## src/rtl/reg_n.sv

```systemverilog
// reg_n: N-bit storage register with a synchronous write enable and an
// asynchronous active-high clear that loads RESET_VAL.
module reg_n #(
   parameter int           N         = 32,
   parameter logic [N-1:0] RESET_VAL = '0
) (
   input  logic [N-1:0] DataIn,
   input  logic         clk,
   input  logic         regWE,
   input  logic         CLR,
   output logic [N-1:0] DataOut
);
   logic [N-1:0] data_q, data_d;
   assign data_d = regWE ? DataIn : data_q;
   always_ff @(posedge clk or posedge CLR)
      if (CLR) data_q <= RESET_VAL;
      else     data_q <= data_d;
   assign DataOut = data_q;
endmodule

```

## config.mk

```make
export PLATFORM = sky130hd
export DESIGN_NAME = reg_n
export DESIGN_NICKNAME = d
export VERILOG_FILES = /design/src/rtl/reg_n.sv
export SDC_FILE = /design/constraint.sdc
export NUM_CORES = 1
export LEC_CHECK = 0
export CORE_AREA = 3 3 78 80
export CTS_CLUSTER_SIZE = 30
export DETAILED_ROUTE_END_ITERATION = 10
export DIE_AREA = 0 0 81 83
export REMOVE_ABC_BUFFERS = 1
export SLEW_MARGIN = 20
export SYNTH_ARGS = -nofsm -noshare
export SYNTH_HDL_FRONTEND = slang
export SYNTH_SLANG_ARGS = --single-unit
```

## constraint.sdc

```tcl
create_clock -name clk -period 0.8 [get_ports clk]
set_input_delay 0.16 -clock clk [delete_from_list [all_inputs] [get_ports clk]]
set_output_delay 0.16 -clock clk [all_outputs]
set_load 0.05 [all_outputs]
```

# [After elaboration in Yosys (flattened, before gate mapping)]
# Index checks and enable logic that the tools add are counted.
# Widths: inputs -> output; s select.
[op_classes] addsub=0 multipliers=0 div=0 order_cmp=0 eq_ne=0 shifts=0 muxes=0 bitwise_logic=0 reduce_logical=0
[totals] reg_bits=32 latch_bits=0 ram_bits=0 romBits=0 input_bits=35 output_inout_bits=32 elab_cells=1 memories=0

# [Depth between registers and ports, before layout]
# Gate-level depths: netlist of the first run.
[depth] word_depth=0 depth_mapped=3 ltp_nobuf=1

# [Worst setup path before layout of the first run]
# No wires, ideal clock.
[synth_timing] path_type="reg-to-reg" start="register, netlist name DataOut[0]" end="register data_q[0] (netlist: DataOut[0])" setup_time_ps=125 t_arrival_ps=869 required_time_ps=675 setup_slack_ps=-194 path_stages_with_launch=2 synth_period_minus_slack_ps=994 cell_sequence="dfrtp_1 > mux2_4"
[synth_rtl] item="end signal, assigned" line="17" text="else data_q <= data_d;"
[synth_rtl] item="end, declared" line="13" text="logic [N-1:0] data_q, data_d;"

# [Final worst setup path of the first run]
[layout_timing] start="register data_q[8] (netlist: DataOut[8])" end="output port DataOut[8]"
[layout_rtl] item="end, declared" line="11" text="output logic [N-1:0] DataOut"
# No word-level cell between the ends.

==> flow_metrics.py, run 1 <==
metrics = {
    "final_layout": {
        "largest_reg_flops": 32,
        "layout_common_cells": "buf_12 (35), clkdlybuf4s50_1 (33), dfrtp_1 (32)",
        "diodes": 0,
        "mostFrequentLayoutCell": "buf_12",
        "finalNetCount": 188,
        "drive_above_1_share_pct": 57.14,
        "syn_to_final_growth_pct": 92.58,
        "finalNonFillerCells": 226,
        "fin_area_mm2": 0.002597,
    },
    "synthesis": {
        "synthAdderAreaFrac_pct": 0,
        "synth_cells": 69,
        "synth_compound_area_share_pct": 0,
        "synth_seq_area_share_pct": 59.37,
        "synth_top_family_by_area": "multiplexers",
        "syn_area_mm2": 0.001349,
        "yosys.area_share.simple_pct": 0,
        "synth.avg_cell_area_um2": 19.55,
        "synthMuxAreaShare_pct": 35.06,
        "ys_types": 6,
        "synth-seq-cells": 32,
        "synth-xor-area-share_pct": 0,
        "yosys_warnings": 0,
    },
    "clock_network": {
        "insertion_delay_ps": 280,
        "h-tree-depth": 2,
        "cts_buffers": 5,
        "cts-hold-fix-buffers": 0,
        "cts.sinks": 32,
        "cts_tree": "yes",
        "root_buffer": "clkbuf_8",
        "cts_max_path_buffers": 2,
        "clkSlewWorstSetupHoldPaths_ps": 70,
    },
    "run_status": {
        "status": "complete, but fails checks",
        "violations": "negative setup slack",
    },
    "timing": {
        "finClkSkew_ps": 0,
        "period_share_pct": 127.5,
        "worst_slack_ps": -220.4,
        "fmax_ghz": 0.9800,
        "period_minus_slack_ps": 1020,
        "rsz0062_at_grt": "true",
        "slew_headroom_pct": 89.81,
        "setup_viol": 54,
        "worst_pin_slew_ps": 152.8,
        "hold_violations": 0,
        "finalMaxSlewViolations": 0,
    },
    "global_routing": {
        "grt.overflow.total": 0,
        "grt_pass1_vias": 1031,
        "grt_antenna_before_repair": 0,
        "grt_pass1_wl_mm": 5.064,
        "grt_max_degree": 25,
        "gr-usage-all-layers_pct": 9.760,
    },
    "drt": {
        "viasPerCell": 3.885,
        "wl_mm": 3.163,
        "ant_nets": 0,
        "drtIter0Drc": 13,
        "dr.pass1.iters": 2,
        "vias": 878,
        "drc_errors": 0,
        "wl_per_cell_um": 14.00,
    },
    "place": {
        "portBuffers": 66,
        "placed_cell_area_mm2": 0.002411,
        "gp_congestion": 0.5965,
        "dp.final_hpwl_mm": 2.347,
        "dpl.cell_count": 207,
    },
    "worst_setup_path": {
        "path_delay_family": "flip-flops",
        "crit_chain": "buf_12",
        "critPathBufInv": 1,
        "crit_path_max_incr_delay_ps": 420,
        "crit_path_end_kind": "primary output",
        "cp_max_fo": 2,
        "cp_slowest_cell": "dfrtp_1",
        "start_kind": "register",
        "critPathArrivalTime_ps": 860,
        "worstSetupPathType": "register to primary output",
        "required_ps": 640,
    },
    "floorplan": {
        "initial_core_util_pct": 24.65,
        "dieArea_mm2": 0.006723,
        "pin_count": 67,
        "die_y_um": 83,
        "die_x_um": 81,
        "core_mm2": 0.005473,
        "row_count": 27,
    },
    "power": {
        "p_per_area_mw_per_mm2": 1988,
        "p_leak_nw": 1.207,
        "ir_drop_uv": 913.1,
        "total_power_w": 0.005164,
    },
    "flow_run": {
        "cap_viol_max_count": 0,
    },
    "hold_path": {
        "hold_class": "input pin to async pin",
    },
}
-- final timing paths --
path	slack, ps	cells past startpoint	end	startpoint
max reg2reg	-140	2	DataOut[18]$_DFFE_PP0P_	DataOut[18]$_DFFE_PP0P_
max in group asynchronous	420	3	DataOut[11]$_DFFE_PP0P_	CLR
min reg2reg	580	1	DataOut[4]$_DFFE_PP0P_	DataOut[4]$_DFFE_PP0P_
min	230	3	DataOut[9]$_DFFE_PP0P_	CLR
min in group clk	370	3	DataOut[16]$_DFFE_PP0P_	regWE
max	-220	1	DataOut[8]	DataOut[8]$_DFFE_PP0P_
-- power breakdown --
group / internal [W] / switching [W]
logic: 0.00109 / 0.000825
registers: 0.00178 / 0.000185
clock network: 0.000686 / 0.000596
-- layer usage --
| layer | GRT usage (%) | vias to the layer above | routed length [µm] |
|---|---|---|---|
| met1 | 12.28 | 423 | 1334 |
| met3 | 4.121 | 5 | 325 |
| met4 | 3.226 | 0 | 27 |
| met5 | 0 | - | 0 |
| li1 | - | 404 | - |
| met2 | 14.94 | 46 | 1476 |
-- final cells by class --
type	count	area (µm²)
clock inverters	2	10.01
well taps	72	90.09
multi-input cells	32	473.0
repair buffers	81	1137
flip-flops and latches	32	800.8
fillers	509	2875
clock buffers	6	82.58
inverters	1	3.754
-- cell families after synthesis --
| family | Yosys count |
|---|---|
| mux | 32 |
| flops | 32 |
| buf+inv | 5 |
-- cells in the mapped netlist --
cell     number  share of area [%]
buf_12        3                4.5
buf_6         1               0.83
dfrtp_1      32                 59
inv_1         1               0.28
mux2_2        2                1.7
mux2_4       30                 33
-- stage by stage --
step	setup WS, ps	hold WS, ps	TNS (ps)	utilization, %
global route	-257.2	246.6	-9720	47.46
CTS	-231.7	224.4	-8398	46.98
finish	-220.4	233.2	-8093	47.46
global placement	-169.0	536.4	-4433	44.06
floorplan	-194.3	276.2	-7831	-
detailed placement	-193.1	529.7	-4805	44.06
-- repair_timing --
action                                  in CTS  in global routing
endpoints found under the setup margin      58                 64
gates resized for setup                      0                  3
setup buffers                                9                  2
Note: power is estimated with default switching activity, not from simulation.
==> inputs of run 2 (changes only) <==
==> constraint.sdc (replaced) <==
create_clock -name clk -period 1.3 [get_ports clk]
set_input_delay 0.26 -clock clk [delete_from_list [all_inputs] [get_ports clk]]
set_output_delay 0.26 -clock clk [all_outputs]
set_load 0.05 [all_outputs]
==> run 2 against run 1 <==
The flow now finishes without violations. Via count shrank 5.8%. Global-route usage down 0.68 points. Clock skew did not move. Flip-flop and latch count is the same. Combinational power is 42% lower. Hold slack improved by 56 ps. Sequential power is 39% lower. Critical path type unchanged. Largest power group unchanged.
==> flow_metrics.py, run 2 (synthesized netlist as in run 1, its figures left out) <==
metrics = {
    "run_status": {
        "status": "completed",
    },
    "power": {
        "p_leak_nw": 1.127,
        "p_comb_share_pct": 36.9,
        "sw_frac_of_total_pct": 30.92,
        "p_per_area_mw_per_mm2": 1224,
        "pwr-share-seq_pct": 40.3,
        "total_power_w": 0.003006,
        "ir_drop_uv": 486.0,
        "internal_power_w": 0.002076,
        "p_sw_w": 0.0009294,
        "clock_power_share_pct": 22.8,
    },
    "worst_setup_path": {
        "crit_path_end_kind": "primary output",
        "r2r-start": "DataOut[10]$_DFFE_PP0P_",
        "r2r_end": "DataOut[10]$_DFFE_PP0P_",
        "crit_chain": "buf_12",
        "path_delay_family": "flip-flops",
        "cp_max_fo": 2,
        "reg2regPathDepth": 1,
        "worstSetupPathType": "register to primary output",
        "crit_path_max_incr_delay_ps": 420,
        "crit_path_end": "DataOut[10]",
        "critPathArrivalTime_ps": 850,
        "crit_start": "DataOut[10]$_DFFE_PP0P_",
        "critPathBufInv": 1,
        "crit_cells": 1,
        "start_kind": "register",
        "cp_slowest_cell": "dfrtp_1",
        "required_ps": 1040,
        "ff2ff_setup_slack_ps": 490,
    },
    "timing": {
        "period_minus_slack_ps": 1114,
        "hold_violations": 0,
        "fin_hold_ws_ps": 289.1,
        "setup_viol": 0,
        "finClkSkew_ps": 0,
        "rsz0062_at_grt": "false",
        "worst_pin_slew_ps": 309.5,
        "finalMaxSlewViolations": 0,
        "setup_tns_ps": 0,
        "period_share_pct": 85.72,
        "worst_slack_ps": 185.6,
        "fmax_ghz": 0.8973,
        "slew_headroom_pct": 79.37,
    },
    "place": {
        "dp.final_hpwl_mm": 2.223,
        "portBuffers": 66,
        "gp_congestion": 0.6039,
        "dp_slack_ps": 183.4,
    },
    "global_routing": {
        "grt_antenna_before_repair": 0,
        "grt_max_degree": 33,
        "grt.overflow.total": 0,
        "grt_pass1_vias": 927,
        "gr-usage-all-layers_pct": 9.085,
        "grt_pass1_wl_mm": 4.643,
    },
    "clock_network": {
        "cts_max_path_buffers": 2,
        "root_buffer": "clkbuf_8",
        "cts_buffers": 5,
        "cts-hold-fix-buffers": 0,
        "h-tree-depth": 2,
        "cts-resized-gates": 0,
        "insertion_delay_ps": 270,
        "clkSlewWorstSetupHoldPaths_ps": 60,
        "cts_setup_buffers": 0,
        "cts.sinks": 32,
        "cts_tree": "yes",
    },
    "floorplan": {
        "die_y_um": 83,
        "die_x_um": 81,
        "pin_count": 67,
        "initial_core_util_pct": 24.65,
        "dieArea_mm2": 0.006723,
        "core_mm2": 0.005473,
        "row_count": 27,
    },
    "drt": {
        "vias": 827,
        "ant_nets": 0,
        "wl_per_cell_um": 13.75,
        "wl_mm": 2.928,
        "viasPerCell": 3.883,
        "drtIter0Drc": 8,
        "dr.pass1.iters": 3,
        "drc_errors": 0,
    },
    "final_layout": {
        "layout_common_cells": "clkdlybuf4s50_1 (33), buf_12 (33), dfrtp_1 (32)",
        "syn_to_final_growth_pct": 82.10,
        "drive_above_1_share_pct": 52.48,
        "finalNetCount": 176,
        "largest_reg_flops": 32,
        "diodes": 0,
    },
    "hold_path": {
        "hold_class": "input pin to async pin",
    },
    "flow_run": {
        "cap_viol_max_count": 0,
    },
}
-- run 2: changes by cell type in the layout (fill, tap and decap cells not counted), sizes merged --
cell and change:
clkinv -1, buf -12
-- run 2: per-layer routing --
layer,up-vias,GRT usage (%),routed length (µm)
li1,378,-,-
met1,397,10.76,1155
met2,48,14.49,1440
met3,4,4.230,304
met4,0,2.765,27
met5,-,0,0
-- run 2: per-stage QoR --
step | std cells | util (%) | cell area [µm²]
final | 213 | 44.88 | 2456
after global routing | 213 | 44.88 | 2456
after CTS | 213 | 44.88 | 2456
after detailed placement | 206 | 43.46 | 2379
after global placement | 206 | 43.46 | 2379
after floorplan | 65 | - | 1277
-- run 2: cell type report --
cell class                      instances  area [µm²]
Clock inverter                          1       5.005
Multi-Input combinational cell         32       473.0
Fill cell                             510        3017
Inverter                                1       3.754
Sequential cell                        32       800.8
Tap cell                               72       90.09
Clock buffer                            6       72.57
Timing Repair Buffer                   69        1011
-- run 2: how the worst min path moves through the flow --
| stage | startpoint | to | cells after the start |
|---|---|---|---|
| final | CLR | DataOut[19]$_DFFE_PP0P_ | 3 |
| after global routing | CLR | DataOut[19]$_DFFE_PP0P_ | 3 |
| after CTS | CLR | DataOut[19]$_DFFE_PP0P_ | 3 |
| after detailed placement | DataOut[18]$_DFFE_PP0P_ | DataOut[18]$_DFFE_PP0P_ | 1 |
| after global placement | DataOut[2]$_DFFE_PP0P_ | DataOut[2]$_DFFE_PP0P_ | 1 |
| after floorplan | CLR | DataOut[0]$_DFFE_PP0P_ | 1 |
-- run 2: power by group through the flow --
| stage | clock network, W | logic (W) | registers (W) |
|---|---|---|---|
| floorplan | 0 | 0.000175 | 0.00152 |
| global placement | 0 | 0.00111 | 0.00122 |
| detailed placement | 0 | 0.00112 | 0.00123 |
| CTS | 0.000744 | 0.00112 | 0.00121 |
| global route | 0.000767 | 0.00114 | 0.00122 |
| finish | 0.000687 | 0.00111 | 0.00121 |
